### src/rtl/usrt_pkg.sv
// rtl/usrt_pkg.sv - shared serial framing constants, rx state encoding and parity helper
package usrt_pkg;

  localparam int DATA_W  = 8;
  localparam int FRAME_W = DATA_W + 3;

  localparam logic [1:0] PAR_NONE = 2'b00;
  localparam logic [1:0] PAR_EVEN = 2'b01;
  localparam logic [1:0] PAR_ODD  = 2'b10;

  typedef enum logic [2:0] {
    RX_IDLE      = 3'd0,
    RX_DATA      = 3'd1,
    RX_PARITY    = 3'd2,
    RX_STOP      = 3'd3,
    RX_WAIT_IDLE = 3'd4
  } rx_state_t;

  // Expected parity bit for the byte; modes other than odd fall back to even.
  function automatic logic par_bit(input logic [1:0] mode, input logic [DATA_W-1:0] data);
    return (mode == PAR_ODD) ? ~^data : ^data;
  endfunction

endpackage

### src/rtl/rxdeframe.sv
// rtl/rxdeframe.sv - serial frame receiver: start/data/parity/stop strip with error flags
module rxdeframe #(
  parameter int DATA_W = 8
) (
  input  logic              i_Pclk,
  input  logic              i_Rst,
  input  logic              i_BitEn,
  input  logic              i_Rx,
  input  logic [1:0]        i_Parity,
  output logic [DATA_W-1:0] o_Data,
  output logic              o_Valid,
  output logic              o_ParErr,
  output logic              o_FrmErr,
  output logic              o_Busy
);
  import usrt_pkg::*;

  localparam int CNT_W = $clog2(DATA_W + 1);

  rx_state_t         state;
  logic [1:0]        mode_q;
  logic [DATA_W-1:0] shift_q;
  logic [CNT_W-1:0]  cnt_q;
  logic              par_q;

  logic has_par;
  assign has_par = (mode_q == PAR_EVEN) || (mode_q == PAR_ODD);

  always_ff @(posedge i_Pclk) begin
    if (i_Rst) begin
      state    <= RX_IDLE;
      mode_q   <= PAR_NONE;
      shift_q  <= '0;
      cnt_q    <= '0;
      par_q    <= 1'b0;
      o_Data   <= '0;
      o_Valid  <= 1'b0;
      o_ParErr <= 1'b0;
      o_FrmErr <= 1'b0;
      o_Busy   <= 1'b0;
    end else begin
      o_Valid <= 1'b0;
      if (i_BitEn) begin
        case (state)
          RX_IDLE: begin
            if (!i_Rx) begin
              mode_q  <= i_Parity;
              shift_q <= '0;
              cnt_q   <= '0;
              o_Busy  <= 1'b1;
              state   <= RX_DATA;
            end
          end
          RX_DATA: begin
            // LSB arrives first, so shifting right leaves it in bit 0 after DATA_W bits.
            shift_q <= {i_Rx, shift_q[DATA_W-1:1]};
            cnt_q   <= cnt_q + 1'b1;
            if (cnt_q == CNT_W'(DATA_W - 1)) begin
              state <= has_par ? RX_PARITY : RX_STOP;
            end
          end
          RX_PARITY: begin
            par_q <= i_Rx;
            state <= RX_STOP;
          end
          RX_STOP: begin
            o_Data   <= shift_q;
            o_ParErr <= has_par && (par_q != par_bit(mode_q, shift_q));
            o_FrmErr <= ~i_Rx;
            o_Valid  <= 1'b1;
            if (i_Rx) begin
              state  <= RX_IDLE;
              o_Busy <= 1'b0;
            end else begin
              state <= RX_WAIT_IDLE;
            end
          end
          RX_WAIT_IDLE: begin
            // A broken stop bit leaves the line low; only a high sample re-arms start detection.
            if (i_Rx) begin
              state  <= RX_IDLE;
              o_Busy <= 1'b0;
            end
          end
          default: begin
            state  <= RX_IDLE;
            o_Busy <= 1'b0;
          end
        endcase
      end
    end
  end

endmodule

### config.mk
export PLATFORM = sky130hd
export DESIGN_NAME = rxdeframe
export DESIGN_NICKNAME = d
export VERILOG_FILES = /design/src/rtl/usrt_pkg.sv /design/src/rtl/rxdeframe.sv
export SDC_FILE = /design/constraint.sdc
export NUM_CORES = 1
export LEC_CHECK = 0
export ABC_AREA = 1
export BUFFER_PORTS_ARGS = -buffer_cell sky130_fd_sc_hd__buf_2
export CORE_UTILIZATION = 37
export CTS_BUF_LIST = sky130_fd_sc_hd__clkbuf_4
export DETAILED_ROUTE_END_ITERATION = 16
export PLACE_DENSITY = 0.57
export SYNTH_ARGS = -nofsm -noshare
export SYNTH_HDL_FRONTEND = slang
export SYNTH_SLANG_ARGS = --single-unit
### constraint.sdc
create_clock -name i_Pclk -period 1.6 [get_ports i_Pclk]
set_clock_uncertainty 0.05 [all_clocks]
set_input_delay 0.08 -clock i_Pclk [delete_from_list [all_inputs] [get_ports i_Pclk]]
set_output_delay 0.08 -clock i_Pclk [all_outputs]
set_load 0.03 [all_outputs]
=== Word-level counts from Yosys, hierarchy flattened ===
Index checks and enable logic that the tools add are counted.

* Flip-flop bits (word level): 30
* Input port bits: 6
* Output and inout port bits: 12
* Logic and storage cells: 56

* Add/sub/neg operators: 1
* Equal/unequal tests: 12
* Mux-type cells: 15
* Bitwise gates (word level): 3
* Reductions and logical operators: 15

{| class="wikitable"
|+ Operators with widths
! kind !! number
|-
| $pmux W8 S2 || 1
|-
| $pmux W3 S5 || 1
|-
| $mux W3 || 4
|-
| $mux W8 || 1
|-
| $pmux W4 S2 || 1
|-
| $reduce_and A4 Y1 || 2
|-
| $reduce_xnor A8 Y1 || 1
|-
| $reduce_xor A8 Y1 || 1
|-
| $eq A3 B2 Y1 const B || 2
|-
| $ne A2 B2 Y1 const B || 3
|-
| $reduce_and A3 Y1 || 2
|-
| $reduce_or A2 Y1 || 3
|-
| $mux W1 || 5
|-
| $add A4 B1 Y4 const B || 1
|-
| $eq A4 B3 Y1 const B || 1
|-
| $mux W4 || 1
|-
| $reduce_and A2 Y1 || 2
|-
| $eq A3 B1 Y1 const B || 1
|-
| $eq A3 B3 Y1 const B || 1
|-
| $logic_not A3 Y1 || 1
|-
| $not A1 Y1 || 3
|-
| $pmux W1 S3 || 1
|-
| $eq A2 B1 Y1 const B || 1
|-
| $eq A2 B2 Y1 const B || 1
|-
| other kinds (5) || 5
|}

=== Longest topological paths before layout ===
* Depth in word-level cells: 5
* Gate-level depth with buffers: 12
* Gate-level depth less buffers: 11

=== Least setup slack after synthesis ===
No wires, ideal clock.

* Path kind: flip-flop to flip-flop
* Start: reg cnt_q[0]
* End: reg state[2]
* Setup time: 120 ps
* Arrival: 1044 ps
* Required time: 1430 ps
* Slack: 386 ps
* Cell stages (with the launch flop): 7
* Path buffers: 0
* Clock period less this slack: 1214 ps
* Cells stage by stage: dfxtp_1 > ha_1 > nand2_1 > o21ai_1 > nand3_2 > o21ai_1 > a21oi_1

* Longest elaborated chain between the ends: 3

{| class="wikitable"
|+ Ends and longest elaborated chain
! item !! line !! source
|-
| from (decl) || rxdeframe.sv:23 || <nowiki>logic [CNT_W-1:0] cnt_q;</nowiki>
|-
| from (signal assigned) || rxdeframe.sv:57 || <nowiki>cnt_q <= cnt_q + 1'b1;</nowiki>
|-
| $eq A4 B3 Y1 || rxdeframe.sv:58 || <nowiki>if (cnt_q == CNT_W'(DATA_W - 1)) begin</nowiki>
|-
| $ne A2 B2 Y1 (no source line) || n/a ||
|-
| $reduce_and A4 Y1 (no source line) || n/a ||
|-
| to (signal assigned) || rxdeframe.sv:59 || <nowiki>state <= has_par ? RX_PARITY : RX_STOP;</nowiki>
|-
| to (decl) || rxdeframe.sv:20 || <nowiki>rx_state_t state;</nowiki>
|}

Every way passes these cells.
A chain may end at the register's enable or synchronous reset.

=== Final worst setup path ===
* Start: reg state[2]
* End: reg o_ParErr

* Longest elaborated chain between the ends: 2

{| class="wikitable"
|+ Ends and longest elaborated chain
! item !! line !! source
|-
| $eq A3 B2 Y1 || rxdeframe.sv:44 || <nowiki>case (state)</nowiki>
|-
| $reduce_and A2 Y1 (no source line) || n/a ||
|-
| to (signal assigned) || rxdeframe.sv:68 || <nowiki>o_ParErr <= has_par && (par_q != par_bit(mode_q, shift_q));</nowiki>
|-
| to (decl) || rxdeframe.sv:12 || <nowiki>output logic o_ParErr,</nowiki>
|}

Every way passes these cells.

==> results.yml <==
logic_synthesis:
  yosysMostFrequentCell: "nand2_1"
  synth_warnings: 0
  synth_edf_count: 0
  synth.ff_latch_count: 30
  syn-num-nets: 217
  synth.distinct_cells: 28
  synth-main-ff-cell: "dfxtp_1"
  ys_async_sr_fraction_pct: 0
  synthTopCellsByArea: "dfxtp_1 38%, nand2_1 13%, a21oi_2 6.2%"
  ys_seq_area_share_pct: 38.4
  synth.cell_area_mm2: 0.00157
  synth_top_area_share_pct: 38.4
  synthCells: 209
  yosysTopAreaCell: "dfxtp_1"
  syn_area_per_cell_um2: 7.49
  yosys-top-cells-count: "56 x nand2_1, 30 x dfxtp_1, 17 x inv_1, 16 x a21oi_1, 12 x nor2_1"
critical_path:
  start_kind: "register"
  rr_startpoint: "state[2]"
  crit_chain: "inv_1 -> nand3_2 -> nor2_4 -> inv_2 -> nor2_1 -> nand2_1 -> a21oi_2"
  path_max_fanout: 17
  crit_slowest_cell: "dfxtp_1"
  worstRegToRegCells: 7
  r2r_slack_ns: 0.21
  endpoint: "o_ParErr"
  end_kind: "register"
  r2r-end: "o_ParErr"
  worstSetupPathType: "reg2reg"
  critPathMaxStageDelay_ns: 0.36
  cp.arrival_ns: 1.60
  critPathLaunch: "state[2]"
  cp.required_ns: 1.81
sta:
  maxSlewViolCount: 0
  timing.hold.ws_ns: 0.0281
  relSlewSlack_pct: 66.6
  hold_viol: 0
  period_minus_slack_ns: 1.39
  fmax_ghz: 0.718
  tightest_slew_ns: 0.501
  rsz0062_at_grt: "false"
  setup_tns_ns: 0
  finalCritPeriodShare_pct: 87.1
  setup_viol: 0
route:
  vias_per_cell: 4.64
  vias: 1319
  drt-initial-drc-count: 58
  antenna_left: 0
  drc_errors: 0
  drt-total-wl_mm: 2.96
  first_pass_iters: 4
  wl_per_cell_um: 10.4
global_route:
  grt_max_degree: 18
  overflow: 0
  grt_pass1_vias: 1106
  antenna_found_initial: 0
  grt_pass1_wl_mm: 4.91
  grt_use_total_pct: 15.0
clock_tree:
  clkSinkCount: 30
  cts_tree: "yes"
  htreeDepth: 2
  cts_root_buffer: "clkbuf_4"
  cts_buffers: 5
  post-cts-setup-buffer-count: 0
  clk_pin_slew_worst_paths_ns: 0.10
  cts_buffer_depth: 2
  clk_latency_ns: 0.33
finish:
  fin_nets: 241
  num-fill-cells: 408
  drive_above_1_share_pct: 29.1
  diodes: 0
  finish.utilization_pct: 43.9
  area_growth_pct: 12.9
min_path:
  hold_path_class: "in2reg"
floorplan:
  coreArea_mm2: 0.00403
  die_area_mm2: 0.00449
  initial_utilization_pct: 38.9
  die_w_um: 67.0
  rows: 23
  dieHeight_um: 67.0
  pin_count: 18
place:
  io_buffers: 17
  dp_hpwl_mm: 2.24
  gp_congestion: 0.810
power_and_ir_drop:
  power_density_mw_per_mm2: 890
  total_leakage_power_nw: 0.779
  ir_drop_v: 0.000234
job:
  cap_violations: 0
outcome:
  outcome: "finished, final reports clean"
[layer usage]
| metal | share of wire [%] | global-route usage (%) | vias to the layer above |
|---|---|---|---|
| li1 | - | - | 726 |
| met1 | 50 | 20.0 | 561 |
| met2 | 44 | 21.5 | 25 |
| met3 | 4.0 | 3.08 | 7 |
| met4 | 2.0 | 9.57 | 0 |
| met5 | 0 | 0 | - |
[cell usage in the layout (no fill, tap or decap), types with 3 or more instances in the layout]
cell | Yosys | layout
nand3_1 | 3 | 3
o21ai_1 | 7 | 7
nand2_1 | 56 | 56
o21ai_0 | 9 | 9
dfxtp_1 | 30 | 30
clkbuf_4 | 0 | 5
nor2_1 | 12 | 12
nor2_4 | 4 | 4
clkinv_1 | 0 | 3
buf_2 | 1 | 17
nand4_1 | 3 | 3
inv_2 | 9 | 9
a21oi_2 | 11 | 11
dlygate4sd3_1 | 0 | 3
inv_1 | 17 | 17
a21oi_1 | 16 | 16
nand2_2 | 10 | 10
[state kept, by name, summed over array words and instances (netlist names)]
register  cells
o_Data        8
shift_q       8
cnt_q         4
state         3
mode_q        2
o_Busy        1
o_FrmErr      1
o_ParErr      1
o_Valid       1
par_q         1
[where the power goes]
group / total (W) / switching [W] / internal [W]
registers: 0.000821 / 0.0000362 / 0.000785
clock network: 0.000405 / 0.000249 / 0.000156
logic: 0.000347 / 0.000233 / 0.000114
total: 0.00157 / 0.000518 / 0.00105
[cells by family (layout without fill, tap and decap cells)]
logic type | count (synthesis) | count (layout) | share of synthesized area (%)
compound gates | 46 | 46 | 18.0
xor+xnor | 3 | 3 | 1.68
fa+ha+maj | 2 | 2 | 1.60
buf+inv | 31 | 56 | 8.95
flops | 30 | 30 | 38.4
simple gates | 97 | 97 | 31.4
[timing repair]
action                                  CTS  global route
endpoints found under the setup margin    0             0
hold buffers                              3             0
gates resized for setup                   0             0
hold endpoints to repair                  3             0
[critical path, delay by kind of cell, from the launching register on]
family	cells	cell delay, ns
AND/OR/NAND/NOR	4	0.59
flip-flops	1	0.36
buffers and inverters	2	0.23
AO/OA/AOI/OAI	1	0.10
[per-stage QoR]
stage,instance area [um2],worst slack (ns),total power [W],cells
final,1770,0.207,0.00157,284
after global routing,1770,0.0693,0.00167,284
after CTS,1770,0.208,0.00160,284
after detailed placement,1690,0.244,0.00118,273
after global placement,1690,0.284,0.00118,273
after floorplan,1570,0.386,0.00111,209
[worst min-delay path by stage]
stage / start / end / slack, ns / cells past startpoint
finish: i_BitEn / o_FrmErr / 0.03 / 3
global route: i_BitEn / par_q / 0.04 / 3
CTS: i_BitEn / o_FrmErr / 0.008 / 3
floorplan: i_Rst / shift_q[4] / 0.09 / 1
detailed placement: i_Parity[0] / mode_q[0] / 0.32 / 3
global placement: i_Parity[0] / mode_q[0] / 0.32 / 3
[final cells by class]
cell class                 count  area (um2)  share of cell area, %
multi-input combinational    148         825                   46.6
sequential                    30         601                   34.0
timing repair buffer          21         123                   6.94
inverter                      27         109                   6.16
tap                           50        62.6                   3.54
clock buffer                   5        37.5                   2.12
clock inverter                 3        11.3                  0.637
Note: power is estimated with default switching activity, not from simulation.
